### src/rtl/fetch_pkg.sv
// Shared types and constants for the instruction-fetch prefetch queue.
// Holds the architectural widths, the per-entry state enum and the packed
// entry payload used by the entry ring and the top level.
package fetch_pkg;

    localparam int unsigned XLEN       = 64;
    localparam int unsigned ILEN       = 32;
    localparam int unsigned INSN_BYTES = 4;

    typedef enum logic [1:0] {
        EMPTY   = 2'd0,
        PENDING = 2'd1,
        READY   = 2'd2
    } entry_state_e;

    typedef struct packed {
        entry_state_e      state;
        logic [XLEN-1:0]   pc;
        logic [ILEN-1:0]   insn;
    } fetch_entry_t;

endpackage : fetch_pkg

### src/rtl/fetch_entry_ring.sv
// Circular storage of prefetch entries with head (oldest), tail (next to
// allocate) and pend (oldest PENDING) pointers.
// Ports:
//   clk, rst        clock, synchronous active-high reset
//   flush           empty every entry and zero all pointers (wins over strobes)
//   alloc/alloc_pc  claim the tail entry as PENDING for alloc_pc
//   fill/fill_insn  oldest PENDING entry becomes READY with fill_insn
//   pop             free the head entry
//   head_entry_c    current head entry (read straight from storage)
//   tail_empty_c    tail entry is EMPTY, i.e. the ring has room
module fetch_entry_ring
    import fetch_pkg::*;
#(
    parameter int unsigned DEPTH = 4
) (
    input  logic              clk,
    input  logic              rst,
    input  logic              flush,
    input  logic              alloc,
    input  logic [XLEN-1:0]   alloc_pc,
    input  logic              fill,
    input  logic [ILEN-1:0]   fill_insn,
    input  logic              pop,
    output fetch_entry_t      head_entry_c,
    output logic              tail_empty_c
);

    localparam int unsigned PTR_W = (DEPTH > 1) ? $clog2(DEPTH) : 1;

    fetch_entry_t     entries [DEPTH];
    logic [PTR_W-1:0] head;
    logic [PTR_W-1:0] tail;
    logic [PTR_W-1:0] pend;

    // Entry storage and pointers; alloc/fill/pop always touch distinct
    // entries because each requires a different entry state.
    always_ff @(posedge clk) begin
        if (rst || flush) begin
            for (int unsigned i = 0; i < DEPTH; i++) begin
                entries[i] <= '0;
            end
            head <= '0;
            tail <= '0;
            pend <= '0;
        end else begin
            if (alloc) begin
                entries[tail] <= '{state: PENDING, pc: alloc_pc, insn: '0};
                tail          <= tail + PTR_W'(1);
            end
            if (fill) begin
                entries[pend].state <= READY;
                entries[pend].insn  <= fill_insn;
                pend                <= pend + PTR_W'(1);
            end
            if (pop) begin
                entries[head].state <= EMPTY;
                head                <= head + PTR_W'(1);
            end
        end
    end

    assign head_entry_c = entries[head];
    assign tail_empty_c = (entries[tail].state == EMPTY);

endmodule : fetch_entry_ring

### src/rtl/fetch_prefetch_queue.sv
// Instruction-fetch front end: issues sequential fetch addresses to imem,
// collects in-order responses in a prefetch ring and presents {pc, insn}
// to decode. A redirect flushes the ring and discards in-flight responses.
// Ports:
//   clk, rst                          clock, synchronous active-high reset
//   redirect_valid, redirect_pc       branch redirect (pc[1:0] ignored)
//   imem_req_valid/ready/addr         fetch request channel
//   imem_rsp_valid/data               in-order fetch responses
//   id_valid/ready, id_pc, id_instruction   decode handoff
//   stat_fetched, stat_dropped, stat_stall_cycles
//                                     saturating counters, present only when
//                                     FETCH_STATS_EN is defined
module fetch_prefetch_queue
    import fetch_pkg::*;
#(
    parameter int unsigned    QUEUE_DEPTH     = 4,
    parameter int unsigned    MAX_OUTSTANDING = 2,
    parameter logic [63:0]    RESET_PC        = 64'h0
) (
    input  logic              clk,
    input  logic              rst,
    input  logic              redirect_valid,
    input  logic [XLEN-1:0]   redirect_pc,
    output logic              imem_req_valid,
    input  logic              imem_req_ready,
    output logic [XLEN-1:0]   imem_req_addr,
    input  logic              imem_rsp_valid,
    input  logic [ILEN-1:0]   imem_rsp_data,
    output logic              id_valid,
    input  logic              id_ready,
    output logic [XLEN-1:0]   id_pc,
    output logic [ILEN-1:0]   id_instruction
`ifdef FETCH_STATS_EN
    ,
    output logic [31:0]       stat_fetched,
    output logic [31:0]       stat_dropped,
    output logic [31:0]       stat_stall_cycles
`endif
);

    localparam int unsigned CNT_W = $clog2(MAX_OUTSTANDING + 1);

    logic [XLEN-1:0]  fetch_pc;
    logic [CNT_W-1:0] outstanding;
    logic [CNT_W-1:0] drop_cnt;

    fetch_entry_t     head_entry_c;
    logic             tail_empty_c;
    logic             req_fire_c;
    logic             rsp_eff_c;
    logic             drop_rsp_c;
    logic             id_fire_c;
    logic             redirect_lsb_unused;

    assign redirect_lsb_unused = ^redirect_pc[1:0];

    // Request gating: never during reset or a redirect cycle.
    assign imem_req_valid = !rst && !redirect_valid && tail_empty_c &&
                            (outstanding < CNT_W'(MAX_OUTSTANDING));
    assign imem_req_addr  = fetch_pc;

    assign req_fire_c = imem_req_valid && imem_req_ready;
    // A response with nothing outstanding is spurious and ignored.
    assign rsp_eff_c  = imem_rsp_valid && (outstanding != '0);
    assign drop_rsp_c = rsp_eff_c && (drop_cnt != '0);
    assign id_fire_c  = id_valid && id_ready;

    assign id_valid       = (head_entry_c.state == READY);
    assign id_pc          = head_entry_c.pc;
    assign id_instruction = head_entry_c.insn;

    fetch_entry_ring #(
        .DEPTH (QUEUE_DEPTH)
    ) u_ring (
        .clk          (clk),
        .rst          (rst),
        .flush        (redirect_valid),
        .alloc        (req_fire_c),
        .alloc_pc     (fetch_pc),
        .fill         (rsp_eff_c && !drop_rsp_c && !redirect_valid),
        .fill_insn    (imem_rsp_data),
        .pop          (id_fire_c && !redirect_valid),
        .head_entry_c (head_entry_c),
        .tail_empty_c (tail_empty_c)
    );

    // Fetch pc and in-flight accounting. On redirect every response still
    // in flight (after this cycle's one) must be discarded.
    always_ff @(posedge clk) begin
        if (rst) begin
            fetch_pc    <= RESET_PC;
            outstanding <= '0;
            drop_cnt    <= '0;
        end else if (redirect_valid) begin
            fetch_pc    <= {redirect_pc[XLEN-1:2], 2'b00};
            outstanding <= outstanding - CNT_W'(rsp_eff_c);
            drop_cnt    <= outstanding - CNT_W'(rsp_eff_c);
        end else begin
            if (req_fire_c) begin
                fetch_pc <= fetch_pc + XLEN'(INSN_BYTES);
            end
            outstanding <= outstanding + CNT_W'(req_fire_c) - CNT_W'(rsp_eff_c);
            if (drop_rsp_c) begin
                drop_cnt <= drop_cnt - CNT_W'(1);
            end
        end
    end

`ifdef FETCH_STATS_EN
    // Saturating event counters.
    always_ff @(posedge clk) begin
        if (rst) begin
            stat_fetched      <= '0;
            stat_dropped      <= '0;
            stat_stall_cycles <= '0;
        end else begin
            if (id_fire_c && (stat_fetched != '1)) begin
                stat_fetched <= stat_fetched + 32'd1;
            end
            if (rsp_eff_c && (drop_rsp_c || redirect_valid) && (stat_dropped != '1)) begin
                stat_dropped <= stat_dropped + 32'd1;
            end
            if (id_valid && !id_ready && (stat_stall_cycles != '1)) begin
                stat_stall_cycles <= stat_stall_cycles + 32'd1;
            end
        end
    end
`endif

endmodule : fetch_prefetch_queue

### config.mk
export PLATFORM = sky130hd
export DESIGN_NAME = fetch_prefetch_queue
export DESIGN_NICKNAME = d
export VERILOG_FILES = /design/src/rtl/fetch_pkg.sv /design/src/rtl/fetch_entry_ring.sv /design/src/rtl/fetch_prefetch_queue.sv
export SDC_FILE = /design/constraint.sdc
export NUM_CORES = 1
export LEC_CHECK = 0
export CAP_MARGIN = 15
export CORE_UTILIZATION = 47
export DETAILED_ROUTE_END_ITERATION = 8
export PLACE_DENSITY = 0.69
export SLEW_MARGIN = 10
export SYNTH_ARGS = -nofsm -noshare
export SYNTH_HDL_FRONTEND = slang
export SYNTH_SLANG_ARGS = --single-unit
### constraint.sdc
create_clock -name clk -period 13.1 [get_ports clk]
set_input_delay 1.965 -clock clk [delete_from_list [all_inputs] [get_ports clk]]
set_output_delay 1.965 -clock clk [all_outputs]
set_load 0.02 [all_outputs]
# Yosys cells after proc, flatten, opt, wreduce, memory -nomap -nowiden
# Memories as Yosys holds them, arrays and structs flattened. A register that Yosys moved wholly into a read port is not among the register bits.
# Index checks and enable logic that the tools add are counted.
dict set report totals {
  wordCells 70
  output_inout_bits 162
  ramBits 392
  mem_count 1
  register_bits 74
  inputBits 102
}
dict set report op_classes {
  reduce_logical 23
  magnitude_cmp 1
  mux 29
  eq_ne 1
  add_sub_neg 8
}
# name words width read_ports rd_ports_with_merged_regs write_ports line
set mem_list {}
lappend mem_list {u_ring.entries 4 98 2 2 4 fetch_entry_ring.sv:30} ;# fetch_entry_t entries [DEPTH];
# op count
set op_table {}
lappend op_table {{98-bit 2-to-1 mux} 3}
lappend op_table {{98-bit OR reduction} 3}
lappend op_table {{64-bit 2-to-1 mux} 2}
lappend op_table {{64-bit by 3-bit adder with 64-bit output, second input constant} 1}
lappend op_table {{2-bit 2-to-1 mux} 12}
lappend op_table {{1-bit 2-to-1 mux} 12}
lappend op_table {{1-bit logical AND} 10}
lappend op_table {{2-bit nonzero test} 4}
lappend op_table {{2-bit by 1-bit adder with 2-bit output, second input constant} 3}
lappend op_table {{2-bit by 1-bit subtractor with 2-bit output} 2}
lappend op_table {{1-bit logical NOT} 3}
lappend op_table {{2-bit by 1-bit adder with 2-bit output} 1}
lappend op_table {{2-bit equality test, second input constant} 1}
lappend op_table {{2-bit logical NOT} 1}
lappend op_table {{2-bit < comparator, second input constant} 1}
lappend op_table {{2-bit OR reduction} 1}
lappend op_table {{2-bit by 1-bit subtractor with 2-bit output, second input constant} 1}
lappend op_table {{1-bit logical OR} 1}

# Logic depth before layout (Yosys ltp)
dict set report logic_depth {
  word_depth 11
  depth_mapped 14
  mapped_depth_nobuf 11
}

# Hierarchy
# Synthesis repeated with hierarchy kept, for this count alone.
dict set report hier_totals {
  cells_unflattened 1639
  area_unflattened_um2 21963.6
}
# module cells_each seq_area_each_um2 area_per_inst_um2 instances
set by_module_without_submodules {}
lappend by_module_without_submodules {fetch_entry_ring 1034 11891.4 17382.9 1}
lappend by_module_without_submodules {fetch_prefetch_queue 605 1321.3 4580.6 1}

# Worst setup path before layout
# OpenSTA, ideal clock, no wires.
dict set report synth_path {
  kind {in2reg}
  from {input redirect_valid}
  to {memory u_ring.entries[0][34] (netlist name) (enable)}
  cell_stages 8
  t_arrival_ns 7.726
  required_time_ns 12.532
  path_slack_ns 4.807
  path_buffers 3
  setup_time_ns 0.568
  cell_sequence {or3b_1 > or2_1 > clkbuf_1 > nor2_4 > inv_2 > clkbuf_1 > clkbuf_1 > o21ai_0}
}
# element line
set synth_rtl {}
lappend synth_rtl {{start: declaration} fetch_prefetch_queue.sv:22} ;# input logic redirect_valid,
lappend synth_rtl {{end: declaration} fetch_entry_ring.sv:30}

# Worst setup path after layout
dict set report layout_path {
  from {input rst}
  to {output imem_req_valid}
}
dict set report layout_between {
  elab_chain_len 4
}
# element line
set layout_lines {}
lappend layout_lines {{start: declaration} fetch_prefetch_queue.sv:21} ;# input logic rst,
lappend layout_lines {{1-bit logical NOT} fetch_prefetch_queue.sv:58} ;# assign imem_req_valid = !rst && !redirect_valid && tail_empty_c &&
lappend layout_lines {{1-bit logical AND (3 in a row)} fetch_prefetch_queue.sv:58}
lappend layout_lines {{end: declaration} fetch_prefetch_queue.sv:24} ;# output logic imem_req_valid,
# No other way between the ends.

==> results.yml <==
setup_path:
  end_kind: "output port"
  crit_required_ps: 11140
  crit_type: "input pin to output port"
  crit_fanout: 58
  start_kind: "input pin"
  arrival_ps: 3870
  rr_worst_depth: 6
synth:
  yosys_most_used_dff: "edfxtp_1"
  ys_ff_latch: 460
  synth_edf_count: 376
  synthCells: 1664
  ys_types: 74
  avgSynthCellArea_um2: 12.7
  async_flop_share: 0
  ys_warn_count: 0
  ys_seq_area_frac: 0.612
  synth_area_um2: 21200
detailed_routing:
  viasPerCell: 6.00
  routed_wl_mm: 59.3
  postRouteAntennaNets: 0
  route.detailed.wl_per_inst_um: 23.7
  vias: 15000
  drcViolationCount: 0
  drt_first_pass_iters: 6
  initialDrtViolationCount: 1541
grt:
  grt_overflow_total: 0
  use_met2: 0.411
  grt_pass1_vias: 14900
  grtUsageTotal: 0.256
  use_met1: 0.355
  grt_pass1_wl_mm: 89.0
  antenna_found_initial: 2
  grt.busiest_layer: "met2"
  use_met3: 0.0328
  grt_max_degree: 135
sta:
  setup-violations-final: 0
  rsz0062_at_grt: "no"
  finalCritPeriodShare: 0.445
  tightest_slew_ps: 1100
  hold_viol: 0
  fmax_mhz: 171
  post-route-min-period_ps: 5830
  setup_slack_ps: 7270
  skew_ps: 20.2
  drv_slew: 0
  fin_tns_setup_ps: 0
  slew_headroom: 0.265
final_layout:
  final_nets: 1987
  drive_above_1_share: 0.113
  fillers: 3642
  syn_to_final_growth_pct: 21.4
  final_util: 0.580
cts:
  clk_pin_slew_worst_paths_ps: 60
  clock_sinks: 460
  cts_setup_buffers: 0
  clkLatencyLatePin_ps: 590
  numCtsBuffers: 48
  cts_tree: "yes"
  clockBufferDepth: 3
  htreeDepth: 2
  cts_resized: 0
  cts_root_buffer: "clkbuf_16"
  cts-hold-fix-buffers: 0
placed_design:
  hpwl_mm: 35.2
  dp_worst_setup_slack_ps: 7320
  gp_congestion: 0.900
  io_buffers: 257
floorplanning:
  io_pins: 264
  initial_core_util: 0.478
  die_area_um2: 45900
  fp-row-count: 77
  core_um2: 44300
  die_y_um: 214
  die_x_um: 214
power:
  ir_drop_uv: 84.1
  powerDensity_nw_per_um2: 130
  leakagePower_nw: 10.0
worst_hold_path:
  min_path_cells: 2
  hold_path.class: "flip-flop to flip-flop"
status:
  outcome: "finished, final reports clean"
job:
  max-cap-violations: 0
layout by cell type (no fill, tap or decap), types with 5 or more instances in the layout:
| master | n |
|---|---|
| a32oi_1 | 5 |
| nor3_1 | 25 |
| or2_2 | 5 |
| o311ai_0 | 6 |
| nand4_1 | 32 |
| xnor2_1 | 16 |
| a211oi_1 | 23 |
| edfxtp_1 | 376 |
| ha_1 | 13 |
| clkbuf_1 | 14 |
| or3_1 | 10 |
| o21ai_0 | 14 |
| nor2b_1 | 9 |
| buf_4 | 27 |
| o221ai_1 | 5 |
| clkdlybuf4s50_1 | 255 |
| dfxtp_1 | 82 |
| a21oi_1 | 19 |
| nor2_1 | 194 |
| mux2i_1 | 10 |
| a22oi_1 | 8 |
| nand2_1 | 106 |
| mux4_2 | 97 |
| xor2_1 | 9 |
| and3_1 | 137 |
| inv_1 | 87 |
| clkbuf_16 | 49 |
| and2_1 | 61 |
| a31oi_1 | 15 |
| nor4_1 | 22 |
| clkinv_2 | 7 |
| a311oi_1 | 6 |
| nand3_1 | 34 |
| o211ai_1 | 6 |
| clkinv_1 | 15 |
| or4_1 | 22 |
per-layer routing:
metal / up-vias / wire length [um]
met5: - / 0
met4: 0 / 1840
met1: 7491 / 24200
met3: 107 / 5020
met2: 775 / 28300
li1: 6665 / -
metrics by stage:
step | hold slack, ps | cells | power (W) | instance area, um2
after floorplan | 479 | 1667 | 0.00191 | 21200
after global placement | 512 | 2414 | 0.00207 | 24300
after detailed placement | 512 | 2414 | 0.00208 | 24300
after CTS | 520 | 2504 | 0.00336 | 25700
after global routing | 527 | 2505 | 0.00344 | 25700
final | 526 | 2505 | 0.00334 | 25700
cell usage after synthesis, types with 4 or more instances:
master     number  share of area
nand4_1        32         0.0095
o21a_1          4         0.0014
a31oi_1        15         0.0044
a211oi_1       23         0.0082
buf_4           4         0.0014
or3_1          10         0.0030
dfxtp_1        84          0.079
buf_1          20         0.0035
mux4_2         97           0.10
a21oi_1        19         0.0045
a22oi_1         8         0.0028
nor3_1         25         0.0059
and2_1         61          0.018
and3_1        137          0.040
nand2_1       108          0.019
buf_2           7         0.0017
inv_1          88          0.016
mux2i_1        10         0.0047
o31ai_1         4         0.0014
nor2b_1         9         0.0027
clkbuf_1       98          0.017
a2111oi_0       4         0.0017
a32oi_1         5         0.0021
or2_2           5         0.0015
ha_1           13         0.0077
xor2_1          9         0.0037
or4_1          22         0.0078
edfxtp_1      376           0.53
and4_1          4         0.0017
xnor2_1        16         0.0066
nor2_1        197          0.035
nor4_1         23         0.0068
o21ai_0        16         0.0038
o211ai_1        6         0.0021
o311ai_0        6         0.0025
or2_1           4         0.0012
nand3_1        34         0.0080
a311oi_1        6         0.0025
o221ai_1        5         0.0021
critical path, cell delays in order:
cell	delay, ps
buf_2	100
buf_4	310
or2_2	560
nor2_1	230
clkdlybuf4s50_1	640
sequential cells by signal, indices dropped and copies added, names as in the netlist, named ones only:
register	cells
u_ring.entries	384
outstanding	2
u_ring.tail	2
u_ring.pend	2
imem_req_addr	62
drop_cnt	2
u_ring.head	2
logic make-up (layout without fill, tap and decap cells):
group	Yosys count	in the layout	share of synthesized area
compound gates	143	143	0.0487
mux	107	107	0.108
buf+inv	218	463	0.0398
flops	460	460	0.612
simple gates	697	697	0.173
other cells	1	5	0.000177
fa+ha+maj	13	13	0.00768
xor+xnor	25	25	0.0103
report_power, final:
| part | switching, W | total (W) | internal (W) | leakage, nW |
|---|---|---|---|---|
| sequential | 0.0000522 | 0.00171 | 0.00166 | 4.89 |
| combinational | 0.000199 | 0.000345 | 0.000146 | 4.45 |
| clock | 0.000564 | 0.00129 | 0.000725 | 0.709 |
cell type report:
type                            count  area, um2  area share
Sequential cell                   460      13000       0.505
Inverter                           89        334      0.0130
Tap cell                          592        741      0.0288
Antenna cell                        1       2.50   0.0000973
Multi-Input combinational cell    989       7440       0.289
Clock buffer                       63       1280      0.0497
Clock inverter                     27        176     0.00686
Timing Repair Buffer              284       2770       0.108
path summary, 6_finish.rpt:
path	slack, ps	endpoint	from
max reg2reg	9350	u_ring.entries[0][70]	u_ring.entries[3][97]
max	7270	imem_req_valid	rst
min	530	u_ring.entries[3][96]	u_ring.entries[3][96]
min reg2reg	530	u_ring.entries[3][96]	u_ring.entries[3][96]
Note: power is estimated with default switching activity, not from simulation.
